--- config.mk ---
export PLATFORM = sky130hd
export DESIGN_NAME = decode
export DESIGN_NICKNAME = d
export VERILOG_FILES = /design/src/rtl/core_pkg.sv /design/src/rtl/instr_queue.sv /design/src/rtl/decode.sv
export SDC_FILE = /design/constraint.sdc
export NUM_CORES = 1
export LEC_CHECK = 0
export BUFFER_PORTS_ARGS = -buffer_cell sky130_fd_sc_hd__buf_2
export CAP_MARGIN = 20
export CELL_PAD_IN_SITES_DETAIL_PLACEMENT = 1
export CELL_PAD_IN_SITES_GLOBAL_PLACEMENT = 1
export CORE_MARGIN = 2
export CORE_UTILIZATION = 41
export DETAILED_ROUTE_END_ITERATION = 16
export PLACE_DENSITY = 0.72
export SYNTH_ARGS = -nofsm -noshare
export SYNTH_HDL_FRONTEND = slang
export SYNTH_SLANG_ARGS = --single-unit
--- constraint.sdc ---
create_clock -name clk -period 4.3 [get_ports clk]
set_input_delay 0.215 -clock clk [delete_from_list [all_inputs] [get_ports clk]]
set_output_delay 0.215 -clock clk [all_outputs]
set_load 0.01 [all_outputs]
--- src/rtl/core_pkg.sv ---
// Shared front-end types: ALU operations, RV32I opcodes, decoded bundle and the RV32I field decoder.
package core_pkg;

    localparam int unsigned XLEN = 32;

    typedef enum logic [3:0] {
        ADD, SUB, SLL, SLT, SLTU, XOR, SRL, SRA, OR, AND, PASSB
    } alu_op_t;

    localparam logic [6:0] OP     = 7'b0110011;
    localparam logic [6:0] OP_IMM = 7'b0010011;
    localparam logic [6:0] LOAD   = 7'b0000011;
    localparam logic [6:0] STORE  = 7'b0100011;
    localparam logic [6:0] BRANCH = 7'b1100011;
    localparam logic [6:0] JAL    = 7'b1101111;
    localparam logic [6:0] JALR   = 7'b1100111;
    localparam logic [6:0] LUI    = 7'b0110111;
    localparam logic [6:0] AUIPC  = 7'b0010111;

    typedef struct packed {
        logic [XLEN-1:0] pc;
        logic [4:0]      rd;
        logic [4:0]      rs1;
        logic [4:0]      rs2;
        logic [XLEN-1:0] imm;
        alu_op_t         alu_op;
        logic            uses_rs1;
        logic            uses_rs2;
        logic            writes_rd;
        logic            is_branch;
        logic            is_jump;
        logic            is_load;
        logic            is_store;
        logic            illegal;
    } decoded_t;

    // Register fields are passed through raw; usage flags say which ones matter.
    function automatic decoded_t decode_instr(input logic [XLEN-1:0] instr, input logic [XLEN-1:0] pc);
        decoded_t        d;
        logic [2:0]      f3;
        logic [6:0]      f7;
        logic [XLEN-1:0] imm_i, imm_s, imm_b, imm_u, imm_j;
        f3    = instr[14:12];
        f7    = instr[31:25];
        imm_i = {{20{instr[31]}}, instr[31:20]};
        imm_s = {{20{instr[31]}}, instr[31:25], instr[11:7]};
        imm_b = {{19{instr[31]}}, instr[31], instr[7], instr[30:25], instr[11:8], 1'b0};
        imm_u = {instr[31:12], 12'b0};
        imm_j = {{11{instr[31]}}, instr[31], instr[19:12], instr[20], instr[30:21], 1'b0};
        d        = '0;
        d.pc     = pc;
        d.rd     = instr[11:7];
        d.rs1    = instr[19:15];
        d.rs2    = instr[24:20];
        d.alu_op = ADD;
        case (instr[6:0])
            OP: begin
                d.uses_rs1 = 1'b1; d.uses_rs2 = 1'b1; d.writes_rd = 1'b1;
                case ({f7, f3})
                    10'b0000000_000: d.alu_op = ADD;
                    10'b0100000_000: d.alu_op = SUB;
                    10'b0000000_001: d.alu_op = SLL;
                    10'b0000000_010: d.alu_op = SLT;
                    10'b0000000_011: d.alu_op = SLTU;
                    10'b0000000_100: d.alu_op = XOR;
                    10'b0000000_101: d.alu_op = SRL;
                    10'b0100000_101: d.alu_op = SRA;
                    10'b0000000_110: d.alu_op = OR;
                    10'b0000000_111: d.alu_op = AND;
                    default:         d.illegal = 1'b1;
                endcase
            end
            OP_IMM: begin
                d.uses_rs1 = 1'b1; d.writes_rd = 1'b1; d.imm = imm_i;
                case (f3)
                    3'd0: d.alu_op = ADD;
                    3'd2: d.alu_op = SLT;
                    3'd3: d.alu_op = SLTU;
                    3'd4: d.alu_op = XOR;
                    3'd6: d.alu_op = OR;
                    3'd7: d.alu_op = AND;
                    3'd1: if (f7 == 7'h00) d.alu_op = SLL; else d.illegal = 1'b1;
                    default: begin
                        if (f7 == 7'h00)      d.alu_op = SRL;
                        else if (f7 == 7'h20) d.alu_op = SRA;
                        else                  d.illegal = 1'b1;
                    end
                endcase
            end
            LOAD: begin
                d.uses_rs1 = 1'b1; d.writes_rd = 1'b1; d.is_load = 1'b1; d.imm = imm_i;
                if (f3 == 3'd3 || f3 == 3'd6 || f3 == 3'd7) d.illegal = 1'b1;
            end
            STORE: begin
                d.uses_rs1 = 1'b1; d.uses_rs2 = 1'b1; d.is_store = 1'b1; d.imm = imm_s;
                if (f3 > 3'd2) d.illegal = 1'b1;
            end
            BRANCH: begin
                d.uses_rs1 = 1'b1; d.uses_rs2 = 1'b1; d.is_branch = 1'b1; d.imm = imm_b;
                case (f3)
                    3'd0, 3'd1: d.alu_op = SUB;
                    3'd4, 3'd5: d.alu_op = SLT;
                    3'd6, 3'd7: d.alu_op = SLTU;
                    default:    d.illegal = 1'b1;
                endcase
            end
            JAL: begin
                d.writes_rd = 1'b1; d.is_jump = 1'b1; d.imm = imm_j;
            end
            JALR: begin
                d.uses_rs1 = 1'b1; d.writes_rd = 1'b1; d.is_jump = 1'b1; d.imm = imm_i;
                if (f3 != 3'd0) d.illegal = 1'b1;
            end
            LUI: begin
                d.writes_rd = 1'b1; d.imm = imm_u; d.alu_op = PASSB;
            end
            AUIPC: begin
                d.writes_rd = 1'b1; d.imm = imm_u;
            end
            default: d.illegal = 1'b1;
        endcase
        // Illegal bundles carry no side effects; a later stage raises the exception.
        if (d.illegal) begin
            d.uses_rs1 = 1'b0; d.uses_rs2 = 1'b0; d.writes_rd = 1'b0;
            d.is_branch = 1'b0; d.is_jump = 1'b0; d.is_load = 1'b0; d.is_store = 1'b0;
            d.imm = '0; d.alu_op = ADD;
        end
        if (d.rd == 5'd0) d.writes_rd = 1'b0;
        return d;
    endfunction

endpackage

--- src/rtl/instr_queue.sv ---
// Circular buffer of {pc, instr} pairs between fetch and the decode output register.
module instr_queue #(
    parameter type         T     = logic [31:0],
    parameter int unsigned DEPTH = 2
) (
    input  logic                         clk,
    input  logic                         reset,
    input  logic                         flush,
    input  logic                         push,
    input  T                             push_pc,
    input  T                             push_instr,
    input  logic                         pop,
    output T                             head_pc_c,
    output T                             head_instr_c,
    output logic [$clog2(DEPTH+1)-1:0]   count,
    output logic                         full,
    output logic                         empty
);
    localparam int unsigned PTR_W = $clog2(DEPTH);
    localparam int unsigned CNT_W = $clog2(DEPTH + 1);

    T                 pc_mem    [DEPTH];
    T                 instr_mem [DEPTH];
    logic [PTR_W-1:0] head, tail;
    logic [CNT_W-1:0] count_next;
    logic             do_push, do_pop;

    assign do_push      = push & ~full & ~flush;
    assign do_pop       = pop & ~empty & ~flush;
    assign head_pc_c    = pc_mem[head];
    assign head_instr_c = instr_mem[head];

    always_comb begin
        count_next = count + CNT_W'(do_push) - CNT_W'(do_pop);
        if (flush) count_next = '0;
    end

    // Pointers wrap naturally since DEPTH is a power of two.
    always_ff @(posedge clk or negedge reset) begin
        if (!reset) begin
            head  <= '0;
            tail  <= '0;
            count <= '0;
            full  <= 1'b0;
            empty <= 1'b1;
        end else begin
            if (flush) begin
                head <= '0;
                tail <= '0;
            end else begin
                if (do_push) tail <= tail + PTR_W'(1);
                if (do_pop)  head <= head + PTR_W'(1);
            end
            count <= count_next;
            full  <= (count_next == CNT_W'(DEPTH));
            empty <= (count_next == '0);
        end
    end

    always_ff @(posedge clk) begin
        if (do_push) begin
            pc_mem[tail]    <= push_pc;
            instr_mem[tail] <= push_instr;
        end
    end

endmodule

--- src/rtl/decode.sv ---
// RV32I decode stage: input queue, field decoder and registered valid/ready bundle to rename.
module decode
    import core_pkg::*;
#(
    parameter type         T     = logic [31:0],
    parameter int unsigned DEPTH = 2
) (
    input  logic       clk,
    input  logic       reset,
    input  logic       flush,
    input  T           instr_in,
    input  T           pc_in,
    input  logic       valid_in,
    output logic       ready_out,
    output logic       valid_out,
    input  logic       ready_in,
    output T           pc_out,
    output logic [4:0] rd,
    output logic [4:0] rs1,
    output logic [4:0] rs2,
    output logic [31:0] imm,
    output alu_op_t    alu_op,
    output logic       uses_rs1,
    output logic       uses_rs2,
    output logic       writes_rd,
    output logic       is_branch,
    output logic       is_jump,
    output logic       is_load,
    output logic       is_store,
    output logic       illegal
);
    localparam int unsigned CNT_W = $clog2(DEPTH + 1);

    T                 head_pc_c, head_instr_c;
    logic [CNT_W-1:0] q_count;
    logic             q_full, q_empty;
    logic             load_c, push_c, pop_c;
    decoded_t         dec_c, bundle_q;

    // Ready comes straight from the registered full flag, never from ready_in.
    assign ready_out = ~q_full;
    assign load_c    = ~valid_out | ready_in;
    assign push_c    = valid_in & ready_out & ~flush;
    assign pop_c     = load_c & ~q_empty & ~flush;
    assign dec_c     = decode_instr(32'(head_instr_c), 32'(head_pc_c));

    instr_queue #(.T(T), .DEPTH(DEPTH)) u_queue (
        .clk          (clk),
        .reset        (reset),
        .flush        (flush),
        .push         (push_c),
        .push_pc      (pc_in),
        .push_instr   (instr_in),
        .pop          (pop_c),
        .head_pc_c    (head_pc_c),
        .head_instr_c (head_instr_c),
        .count        (q_count),
        .full         (q_full),
        .empty        (q_empty)
    );

    // Output register: holds while rename stalls, refills from the queue head otherwise.
    always_ff @(posedge clk or negedge reset) begin
        if (!reset) begin
            valid_out <= 1'b0;
            bundle_q  <= '0;
        end else if (flush) begin
            valid_out <= 1'b0;
        end else if (load_c) begin
            valid_out <= (q_count != '0);
            if (!q_empty) bundle_q <= dec_c;
        end
    end

    assign pc_out    = T'(bundle_q.pc);
    assign rd        = bundle_q.rd;
    assign rs1       = bundle_q.rs1;
    assign rs2       = bundle_q.rs2;
    assign imm       = bundle_q.imm;
    assign alu_op    = bundle_q.alu_op;
    assign uses_rs1  = bundle_q.uses_rs1;
    assign uses_rs2  = bundle_q.uses_rs2;
    assign writes_rd = bundle_q.writes_rd;
    assign is_branch = bundle_q.is_branch;
    assign is_jump   = bundle_q.is_jump;
    assign is_load   = bundle_q.is_load;
    assign is_store  = bundle_q.is_store;
    assign illegal   = bundle_q.illegal;

endmodule

==> metrics.yaml, run 1 <==
run_status:
  status: "completed"
worst_setup_path:
  cpMaxStageDelayCell: "a311oi_2"
  cp.arrival_ns: 3.86
  required_ns: 4.74
  startpoint_type: "flip-flop"
  crit_fanout: 40
  max_stage_delay_ns: 0.77
  rr_startpoint: "u_queue.head"
  cp-end-kind: "flip-flop"
  path_cells: "buf_4 > or4_1 > a211oi_2 > o31ai_1 > a311oi_2 > nand2_1 > o21ai_0"
  criticalPathCategory: "flip-flop to flip-flop"
  r2r_cells: 7
  worst-r2r-setup-slack_ns: 0.88
  r2r_end: "alu_op[2]"
global_route:
  antenna_found_initial: 0
  overflow: 0
  grt_pass1_wl_mm: 40.3
  grt_pass1_vias: 7101
  grt_max_degree: 82
  grt_usage: 0.219
detailed_routing:
  vias_per_cell: 5.42
  drc: 0
  dr.pass1.iters: 5
  antenna_left: 0
  dr_wl_met3_mm: 1.38
  num_vias: 6374
  wl_per_cell_um: 21.5
  highest_layer: "met4"
  wl_met2_mm: 12.9
  dr.first_iter.drc_count: 368
  wl_mm: 25.2
  wirelength_met1_mm: 10.4
power_and_ir_drop:
  switching_share: 0.309
  pwr-share-seq: 0.451
  p_per_area_nw_per_um2: 558
  combinationalPowerShare: 0.230
  intPower_mw: 4.49
  pwr-share-clk: 0.320
  finalPower_mw: 6.49
  power.switching_mw: 2.00
  leakagePower_nw: 4.82
  peakVddDrop_v: 0.000335
synthesis:
  synth-seq-area-share: 0.694
  synth_seq_cells: 226
  ys_types: 68
  yosys.area.top_type: "edfxtp_1"
  synth_warnings: 0
  synth.area.top_cells: "edfxtp_1, dfrtp_1, mux2i_1"
  synth_edf_count: 128
  syn-instance-count: 643
  postSynth.asyncResetShare: 0.434
  yosysTopAreaCellShare: 0.424
  syn-num-nets: 714
  ys.flop_type: "edfxtp_1"
  syn_area_per_cell_sq_um: 14.1
  syn_area_sq_um: 9070
run:
  drv_cap: 0
floorplanning:
  die_y_um: 153
  start_util: 0.417
  die_area_sq_um: 23300
  core_area_sq_um: 21800
  ios: 162
  die_w_um: 153
  rows: 54
place:
  port_buffers: 161
  hpwlAfterDp_mm: 16.8
  place_congestion: 0.890
  dp.cells: 1063
cells_and_area:
  final_cell_mix: "buf_2, edfxtp_1, dfrtp_1"
  final_nets: 947
  mostFrequentLayoutCell: "buf_2"
  drive_gt1_frac: 0.257
  diodes: 0
  fillers: 2219
  fin_cells: 1175
  syn2layout_area_growth_pct: 28.3
  fin_util: 0.535
worst_hold_path:
  hold_depth: 4
  min-delay-start: "ready_in"
  hold_path_class: "input pin to flip-flop"
  min_to: "valid_out"
cts:
  clk_latency_ns: 0.53
  htree_num_levels: 1
  clock_sinks: 226
  cts_setup_buffers: 0
  cts_buffer_depth: 3
  clkTransAtPathRegs_ns: 0.06
  cts_tree: "built"
  cts-root-buf: "clkbuf_16"
  cts-buffers-inserted: 25
  ctsResizeCount: 0
sta:
  skew_ns: 0.0150
  max_freq_mhz: 293
  slew_headroom: 0.413
  tns_ns: 0
  layout_worst_path_cycle_share: 0.795
  hold_viol: 0
  slew_violations: 0
  setup_viol: 0
  worst_pin_slew_ns: 0.881
  period_needed_ns: 3.42
  rsz0062_at_grt: "no"
==> cells in the mapped netlist (3+ instances only) <==
| master | n |
|---|---|
| a22oi_1 | 4 |
| a22o_1 | 23 |
| mux2i_1 | 56 |
| nor3b_1 | 3 |
| nand3_1 | 5 |
| clkbuf_1 | 18 |
| nor2b_1 | 6 |
| nor4_1 | 3 |
| nand3b_1 | 3 |
| dfrtp_1 | 97 |
| a221o_1 | 11 |
| nand2b_1 | 4 |
| a32o_1 | 6 |
| nor2_1 | 19 |
| o22ai_1 | 7 |
| or3_1 | 4 |
| xnor2_1 | 4 |
| nand2_1 | 66 |
| and2_1 | 3 |
| edfxtp_1 | 128 |
| buf_2 | 7 |
| a21oi_1 | 10 |
| inv_1 | 10 |
| nor3_1 | 8 |
| o21ai_0 | 68 |
| mux2_2 | 11 |
| or4_1 | 6 |
==> flip-flops by register name (all words and copies together), names as in the netlist <==
signal             count
alu_op                 4
is_load                1
is_branch              1
is_jump                1
rs1                    5
is_store               1
uses_rs2               1
valid_out              1
u_queue.tail           1
rd                     5
pc_out                32
u_queue.pc_mem        64
u_queue.empty          1
illegal                1
uses_rs1               1
u_queue.head           1
imm                   32
u_queue.full           1
rs2                    5
writes_rd              1
u_queue.instr_mem     64
u_queue.count          2
==> how the worst max path moves through the flow <==
stage | from | end | slack [ns] | cells after the start
floorplan | u_queue.full | u_queue.instr_mem[0][0] | 0.23 | 3
global route | u_queue.head | alu_op[2] | 0.66 | 7
finish | u_queue.head | alu_op[2] | 0.88 | 7
global placement | u_queue.head | imm[30] | 1.01 | 7
detailed placement | u_queue.head | imm[24] | 0.89 | 7
CTS | u_queue.head | imm[26] | 0.87 | 7
==> through the flow <==
stage                     hold slack (ns)  area [sq um]  worst slack, ns
after floorplan                   -0.0806          9070            0.234
after global placement              0.385         10200             1.01
after detailed placement            0.402         10200            0.892
after CTS                          0.0872         11600            0.872
after global routing                0.128         11600            0.660
final                               0.100         11600            0.882
==> metal layers <==
layer	track usage	vias to the layer above
met4	0.0503	0
met5	0	-
met1	0.271	3234
met3	0.0469	39
met2	0.393	186
li1	-	2915
==> area by class of cell <==
cell class	count	area [sq um]	area share
Inverter	10	37.5	0.00323
Clock inverter	5	62.6	0.00538
Tap cell	280	350	0.0301
Timing Repair Buffer	237	1540	0.133
Sequential cell	226	6300	0.542
Multi-Input combinational cell	376	2600	0.224
Clock buffer	41	736	0.0632
==> power by group through the flow <==
stage / clock [mW] / combinational (mW) / sequential, mW
after floorplan: 0 / 0.788 / 2.98
after global placement: 0 / 1.40 / 2.93
after detailed placement: 0 / 1.45 / 2.95
after CTS: 2.11 / 1.51 / 2.92
after global routing: 2.20 / 1.67 / 2.97
final: 2.07 / 1.49 / 2.93
==> cell families after synthesis <==
logic type | after synthesis | share of synthesized area
buffers and inverters | 41 | 0.0204
flip-flops | 226 | 0.694
adder cells (fa/ha/maj) | 2 | 0.00276
XOR/XNOR | 5 | 0.00483
multiplexers | 68 | 0.0770
AND/OR/NAND/NOR | 144 | 0.0815
AO/OA/AOI/OAI | 157 | 0.119
==> worst max-delay path: cells and delay by family, from the launching register on <==
family,cells,cell delay (ns)
DFF,1,0.66
buffers and inverters,1,0.36
AOI/OAI and AO/OA,4,1.44
and+or+nand+nor,2,0.87
==> what timing repair did <==
action	4_1_cts	5_1_grt
endpoints found under the hold margin	192	0
setup endpoints to repair	0	0
hold buffers	66	0
Note: power is estimated with default switching activity, not from simulation.
==> run 2: changes to the inputs <==
--- a/config.mk
+++ b/config.mk
@@ -5,14 +5,15 @@
 export SDC_FILE = /design/constraint.sdc
 export NUM_CORES = 1
 export LEC_CHECK = 0
+export ABC_AREA = 1
 export BUFFER_PORTS_ARGS = -buffer_cell sky130_fd_sc_hd__buf_2
 export CAP_MARGIN = 20
 export CELL_PAD_IN_SITES_DETAIL_PLACEMENT = 1
 export CELL_PAD_IN_SITES_GLOBAL_PLACEMENT = 1
 export CORE_MARGIN = 2
-export CORE_UTILIZATION = 41
+export CORE_UTILIZATION = 43
 export DETAILED_ROUTE_END_ITERATION = 16
-export PLACE_DENSITY = 0.72
+export PLACE_DENSITY = 0.75
 export SYNTH_ARGS = -nofsm -noshare
 export SYNTH_HDL_FRONTEND = slang
 export SYNTH_SLANG_ARGS = --single-unit
==> constraint.sdc (replaced) <==
create_clock -name clk -period 3.31 [get_ports clk]
set_input_delay 0.1655 -clock clk [delete_from_list [all_inputs] [get_ports clk]]
set_output_delay 0.1655 -clock clk [all_outputs]
set_load 0.01 [all_outputs]
==> run 2 against run 1 <==
Register-to-register slack got worse by 0.11 ns. Final cell count increased by 32%. Clock-buffer cell count unchanged. Critical endpoint is now imm[6]. Largest power group unchanged.
==> metrics.yaml, run 2 <==
run_status:
  status: "completed"
worst_setup_path:
  rr_startpoint: "u_queue.head"
  worst-r2r-setup-slack_ns: 0.77
  cp-end-kind: "flip-flop"
  cp.arrival_ns: 2.94
  cpMaxStageDelayCell: "nand4_1"
  path_delay_family: "simple AND/OR/NAND/NOR gates"
  r2r_end: "imm[6]"
  critical_path_buf_inv_count: 2
  critPathLaunch: "u_queue.head"
  r2r_cells: 10
  crit_fanout: 39
  startpoint_type: "flip-flop"
  max_stage_delay_ns: 0.46
  required_ns: 3.71
  path_cells: "buf_4 > nand2_1 > nand2_1 > nand2_1 > nor2_4 > nand2_2 > inv_1 > nand4_1 > nand4_1 > nand2_1"
  criticalPathCategory: "flip-flop to flip-flop"
  crit_top_cell: "nand2_1"
global_route:
  grt_pass1_vias: 8425
  antenna_found_initial: 0
  grt_pass1_wl_mm: 45.7
  grt_max_degree: 79
  overflow: 0
  grt_usage: 0.239
sta:
  rsz0062_at_grt: "no"
  tns_ns: 0
  hold_viol: 0
  slew_headroom: 0.382
  skew_ns: 0.0213
  max_freq_mhz: 394
  layout_worst_path_cycle_share: 0.768
  worst_pin_slew_ns: 0.927
  hold_slack_ns: 0.0607
  period_needed_ns: 2.54
  setup_viol: 0
  slew_violations: 0
detailed_routing:
  antenna_left: 0
  num_vias: 7925
  dr.first_iter.drc_count: 439
  dr.pass1.iters: 5
  wl_per_cell_um: 18.5
  vias_per_cell: 5.12
  drc: 0
  wl_mm: 28.7
power_and_ir_drop:
  peakVddDrop_v: 0.000605
  intPower_mw: 5.88
  p_per_area_nw_per_um2: 728
  pwr-share-seq: 0.410
  combinationalPowerShare: 0.284
  pwr-share-clk: 0.305
  switching_share: 0.350
  leakagePower_nw: 5.73
  power.switching_mw: 3.16
place:
  place_congestion: 0.885
  post_dp_cell_area_sq_um: 10900
  hpwlAfterDp_mm: 18.6
  port_buffers: 161
floorplanning:
  rows: 55
  die_area_sq_um: 24200
  start_util: 0.437
  ios: 162
  die_y_um: 156
  core_area_sq_um: 22600
  die_w_um: 156
cts:
  cts_hold_buf: 67
  cts_buffer_depth: 3
  clk_latency_ns: 0.54
  clkTransAtPathRegs_ns: 0.06
  ctsResizeCount: 0
  cts_setup_buffers: 0
  cts-root-buf: "clkbuf_16"
  cts-buffers-inserted: 25
  cts_tree: "built"
  htree_num_levels: 1
  clock_sinks: 226
cells_and_area:
  final_cell_mix: "nand2_1, buf_2, edfxtp_1"
  syn2layout_area_growth_pct: 25.4
  reg.largest.list: "u_queue.instr_mem: 64 flops, u_queue.pc_mem: 64 flops"
  drive_gt1_frac: 0.206
  mostFrequentLayoutCell: "nand2_1"
  stdcell_area_sq_um: 12400
  diodes: 0
  area.sequential_sq_um: 6300
  final_nets: 1316
  fillers: 2578
  multi_input_area_sq_um: 3140
synthesis:
  syn_area_sq_um: 9890
  ys.flop_type: "edfxtp_1"
  yosys.area.top_type: "edfxtp_1"
  syn-num-nets: 1091
  synth_common_cells: "nand2_1, edfxtp_1, nor2_1"
  postSynth.asyncResetShare: 0.434
  yosysTopAreaCellShare: 0.388
  synth_seq_cells: 226
  syn_area_per_cell_sq_um: 9.70
  synth.most_common_cell: "nand2_1"
  syn-instance-count: 1020
  synth.area.top_cells: "edfxtp_1, dfrtp_1, nand2_1"
  synth_warnings: 0
  ys_types: 34
  synth-seq-area-share: 0.636
  synth_edf_count: 128
worst_hold_path:
  hold_path_class: "input pin to flip-flop"
  min-delay-start: "valid_in"
  hold_depth: 4
  min_to: "u_queue.tail"
run:
  drv_cap: 0
==> run 2: power groups by stage <==
stage | logic [mW] | clock network, mW | registers (mW)
2_1_floorplan | 1.48 | 0 | 3.84
3_3_place_gp | 2.40 | 0 | 3.73
5_1_grt | 2.86 | 2.91 | 3.75
6_report | 2.57 | 2.76 | 3.71
4_1_cts | 2.56 | 2.80 | 3.70
3_5_place_dp | 2.48 | 0 | 3.74
==> run 2: metrics by stage <==
stage / util / power, mW / std cells / worst slack [ns]
finish: 0.548 / 9.04 / 1549 / 0.769
global route: 0.548 / 9.52 / 1549 / 0.518
CTS: 0.548 / 9.06 / 1549 / 0.780
detailed placement: 0.483 / 6.22 / 1436 / 0.844
global placement: 0.483 / 6.13 / 1436 / 0.912
floorplan: - / 5.32 / 1020 / 0.496
==> run 2: routing by layer <==
| metal | up-vias | part of all wire | GRT usage |
|---|---|---|---|
| met5 | - | 0 | 0 |
| met4 | 0 | 0.024 | 0.0625 |
| met3 | 49 | 0.053 | 0.0467 |
| met2 | 200 | 0.48 | 0.404 |
| met1 | 3872 | 0.45 | 0.318 |
| li1 | 3804 | - | - |
==> run 2: worst min-delay path, delay by kind of cell <==
| kind | cells | cell delay, ns |
|---|---|---|
| and+or+nand+nor | 2 | 0.23 |
| buffers and inverters | 1 | 0.08 |
| AOI/OAI and AO/OA | 1 | 0.08 |
==> run 2: how the worst max path moves through the flow <==
stage                              end  slack [ns]  depth (start not counted)
2_1_floorplan  u_queue.instr_mem[0][0]        0.50                          5
3_3_place_gp                    imm[6]        0.91                         10
3_5_place_dp                    imm[7]        0.84                         10
4_1_cts                         imm[9]        0.78                         10
5_1_grt                      writes_rd        0.52                         10
6_report                        imm[6]        0.77                         10
==> run 2: cells by family after synthesis <==
kind of cell	synth area share
compound gates	0.0386
xor+xnor	0.000885
simple gates	0.268
buf+inv	0.0484
mux	0.00506
fa+ha+maj	0.00253
flops	0.636
==> run 2: area by class of cell <==
| cell class | count | share of cell area |
|---|---|---|
| clock buffer | 41 | 0.0577 |
| clock inverter | 5 | 0.00736 |
| inverter | 62 | 0.0188 |
| multi-input combinational | 691 | 0.253 |
| sequential | 226 | 0.508 |
| tap | 285 | 0.0287 |
| timing repair buffer | 239 | 0.127 |
==> run 3: changes to the inputs <==
--- a/config.mk
+++ b/config.mk
@@ -11,9 +11,9 @@
 export CELL_PAD_IN_SITES_DETAIL_PLACEMENT = 1
 export CELL_PAD_IN_SITES_GLOBAL_PLACEMENT = 1
 export CORE_MARGIN = 2
-export CORE_UTILIZATION = 43
+export CORE_UTILIZATION = 39
 export DETAILED_ROUTE_END_ITERATION = 16
-export PLACE_DENSITY = 0.75
+export PLACE_DENSITY = 0.72
 export SYNTH_ARGS = -nofsm -noshare
 export SYNTH_HDL_FRONTEND = slang
 export SYNTH_SLANG_ARGS = --single-unit
==> constraint.sdc (replaced) <==
create_clock -name clk -period 2.09 [get_ports clk]
set_input_delay 0.1045 -clock clk [delete_from_list [all_inputs] [get_ports clk]]
set_output_delay 0.1045 -clock clk [all_outputs]
set_load 0.01 [all_outputs]
==> run 3 against run 2 <==
The run now ends with setup timing left. Die area increased by 10%. Power is 79% higher. Combinational power increased by 120%. Final cell count is 9.1% higher. Register-to-register slack got worse by 0.87 ns. Flip-flop and latch count unchanged. Global-route usage decreased by 0.60 points.
==> metrics.yaml, run 3 (synthesis results as in run 2) <==
worst_hold_path:
  hold_path_class: "input pin to asynchronous set/reset pin"
place:
  hpwlAfterDp_mm: 20.2
  port_buffers: 161
  place_congestion: 0.904
cells_and_area:
  reg.largest.list: "u_queue.instr_mem: 64 flops, u_queue.pc_mem: 64 flops"
  diodes: 0
  syn2layout_area_growth_pct: 42.4
  final_cell_mix: "nand2_1, buf_2, edfxtp_1"
  area.sequential_sq_um: 6300
  multi_input_area_sq_um: 3790
  drive_gt1_frac: 0.354
  final_nets: 1413
  fillers: 2768
  mostFrequentLayoutCell: "nand2_1"
sta:
  fin_ws_ns: -0.100
  worst_pin_slew_ns: 0.588
  hold_viol: 0
  rsz0062_at_grt: "yes"
  max_freq_mhz: 457
  slew_headroom: 0.607
  setup_viol: 31
  skew_ns: 0.00859
  period_needed_ns: 2.19
  tns_ns: -0.816
  slew_violations: 0
  layout_worst_path_cycle_share: 1.05
cts:
  clock_sinks: 226
  cts_tree: "built"
  cts-root-buf: "clkbuf_16"
  clkTransAtPathRegs_ns: 0.06
  cts-buffers-inserted: 25
  htree_num_levels: 1
  cts_buffer_depth: 3
  clk_latency_ns: 0.54
power_and_ir_drop:
  finalPower_mw: 16.2
  pwr-share-seq: 0.363
  switching_share: 0.360
  pwr-share-clk: 0.286
  peakVddDrop_v: 0.000818
  intPower_mw: 10.4
  leakagePower_nw: 6.39
  p_per_area_nw_per_um2: 1150
  combinationalPowerShare: 0.351
  power.switching_mw: 5.83
floorplanning:
  ios: 162
  rows: 58
  die_area_sq_um: 26700
  die_w_um: 163
  core_area_sq_um: 25000
  die_y_um: 163
  start_util: 0.395
worst_setup_path:
  crit_top_cell: "nand2_2"
  criticalPathCategory: "flip-flop to flip-flop"
  required_ns: 2.57
  cpMaxStageDelayCell: "dfrtp_2"
  path_cells: "buf_12 > buf_8 > inv_8 > nand2_2 > nand2_2 > nand3_4 > nor2_4 > nand2_2 > nand2_1 > nor2_1 > nand2_2 > nand2_8 > nor2_4 > nand2_1 > nand2_1"
  max_stage_delay_ns: 0.44
  path_delay_family: "simple AND/OR/NAND/NOR gates"
  cp.arrival_ns: 2.67
  critical_path_buf_inv_count: 3
  crit_fanout: 6
  startpoint_type: "flip-flop"
  cp-end-kind: "flip-flop"
detailed_routing:
  num_vias: 8533
  dr.pass1.iters: 4
  drc: 0
  wl_mm: 32.4
  antenna_left: 0
  dr.first_iter.drc_count: 585
  vias_per_cell: 5.05
  wl_per_cell_um: 19.2
global_route:
  grt_pass1_vias: 9002
  antenna_found_initial: 0
  grt_pass1_wl_mm: 48.7
  grt_max_degree: 79
  grt_usage: 0.233
  overflow: 0
run:
  drv_cap: 0
run_status:
  violations: "setup timing"
  status: "finished, violations left"
run 3: cell count changes in the layout (fill, tap and decap cells not counted), sizes merged:
cell | before | now
dlygate4sd3 | 67 | 68
nor2 | 143 | 148
nand2 | 385 | 386
clkbuf | 41 | 37
clkinv | 2 | 7
buf | 172 | 258
clkinvlp | 0 | 1
bufinv | 2 | 3
run 3: worst paths after layout:
check,from,endpoint,cells past startpoint,slack [ns]
setup / recovery,u_queue.head,imm[15],15,-0.10
hold / removal,reset,valid_out,2,0.02
setup reg to reg,u_queue.head,imm[15],15,-0.10
hold reg to reg,imm[13],imm[13],2,0.47
max in group asynchronous,reset,is_jump,3,1.40
min in group clk,ready_in,illegal,6,0.26
run 3: repair_timing:
| item | in CTS | in global routing |
|---|---|---|
| hold buffers | 68 | 0 |
| gates cloned | 8 | 3 |
| gates resized for setup | 44 | 145 |
| setup endpoints to repair | 43 | 66 |
| endpoints found under the hold margin | 230 | 0 |
| buffers inserted | 7 | 10 |
| pin swaps | 3 | 49 |
run 3: final cells by class:
type	instances	area share
inverters	62	0.0183
multi-input cells	697	0.269
flip-flops and latches	226	0.447
clock buffers	36	0.0516
repair inverters	3	0.00249
repair buffers	327	0.172
well taps	330	0.0293
clock inverters	9	0.0101
run 3: stage by stage:
step	setup WS, ns	hold WS, ns	cells	utilization	instance area, sq um
floorplan	0.0247	-0.191	1020	-	9920
global placement	-0.145	0.0526	1549	0.463	11600
detailed placement	-0.249	0.0502	1549	0.463	11600
CTS	-0.0419	0.0191	1677	0.537	13400
global route	-0.184	0.0543	1690	0.563	14100
finish	-0.100	0.0235	1690	0.563	14100
run 3: power groups by stage:
stage	Clock (mW)	Combinational, mW	Sequential, mW
finish	4.64	5.69	5.88
global route	4.91	6.18	5.95
CTS	4.71	4.99	5.86
detailed placement	0	4.52	5.92
global placement	0	4.37	5.90
floorplan	0	2.35	6.08
run 3: worst reg2reg max path: cells and delay by family (launching register included):
kind	cells	cell delay, ns
simple gates	12	1.32
flops	1	0.44
buf+inv	3	0.36
run 3: per-layer routing:
| layer | track usage | wire length (um) | up-vias |
|---|---|---|---|
| met5 | 0 | 0 | - |
| met4 | 0.0696 | 1040 | 0 |
| met3 | 0.0467 | 1860 | 82 |
| met2 | 0.407 | 16400 | 260 |
| met1 | 0.292 | 13200 | 4175 |
| li1 | - | - | 4016 |
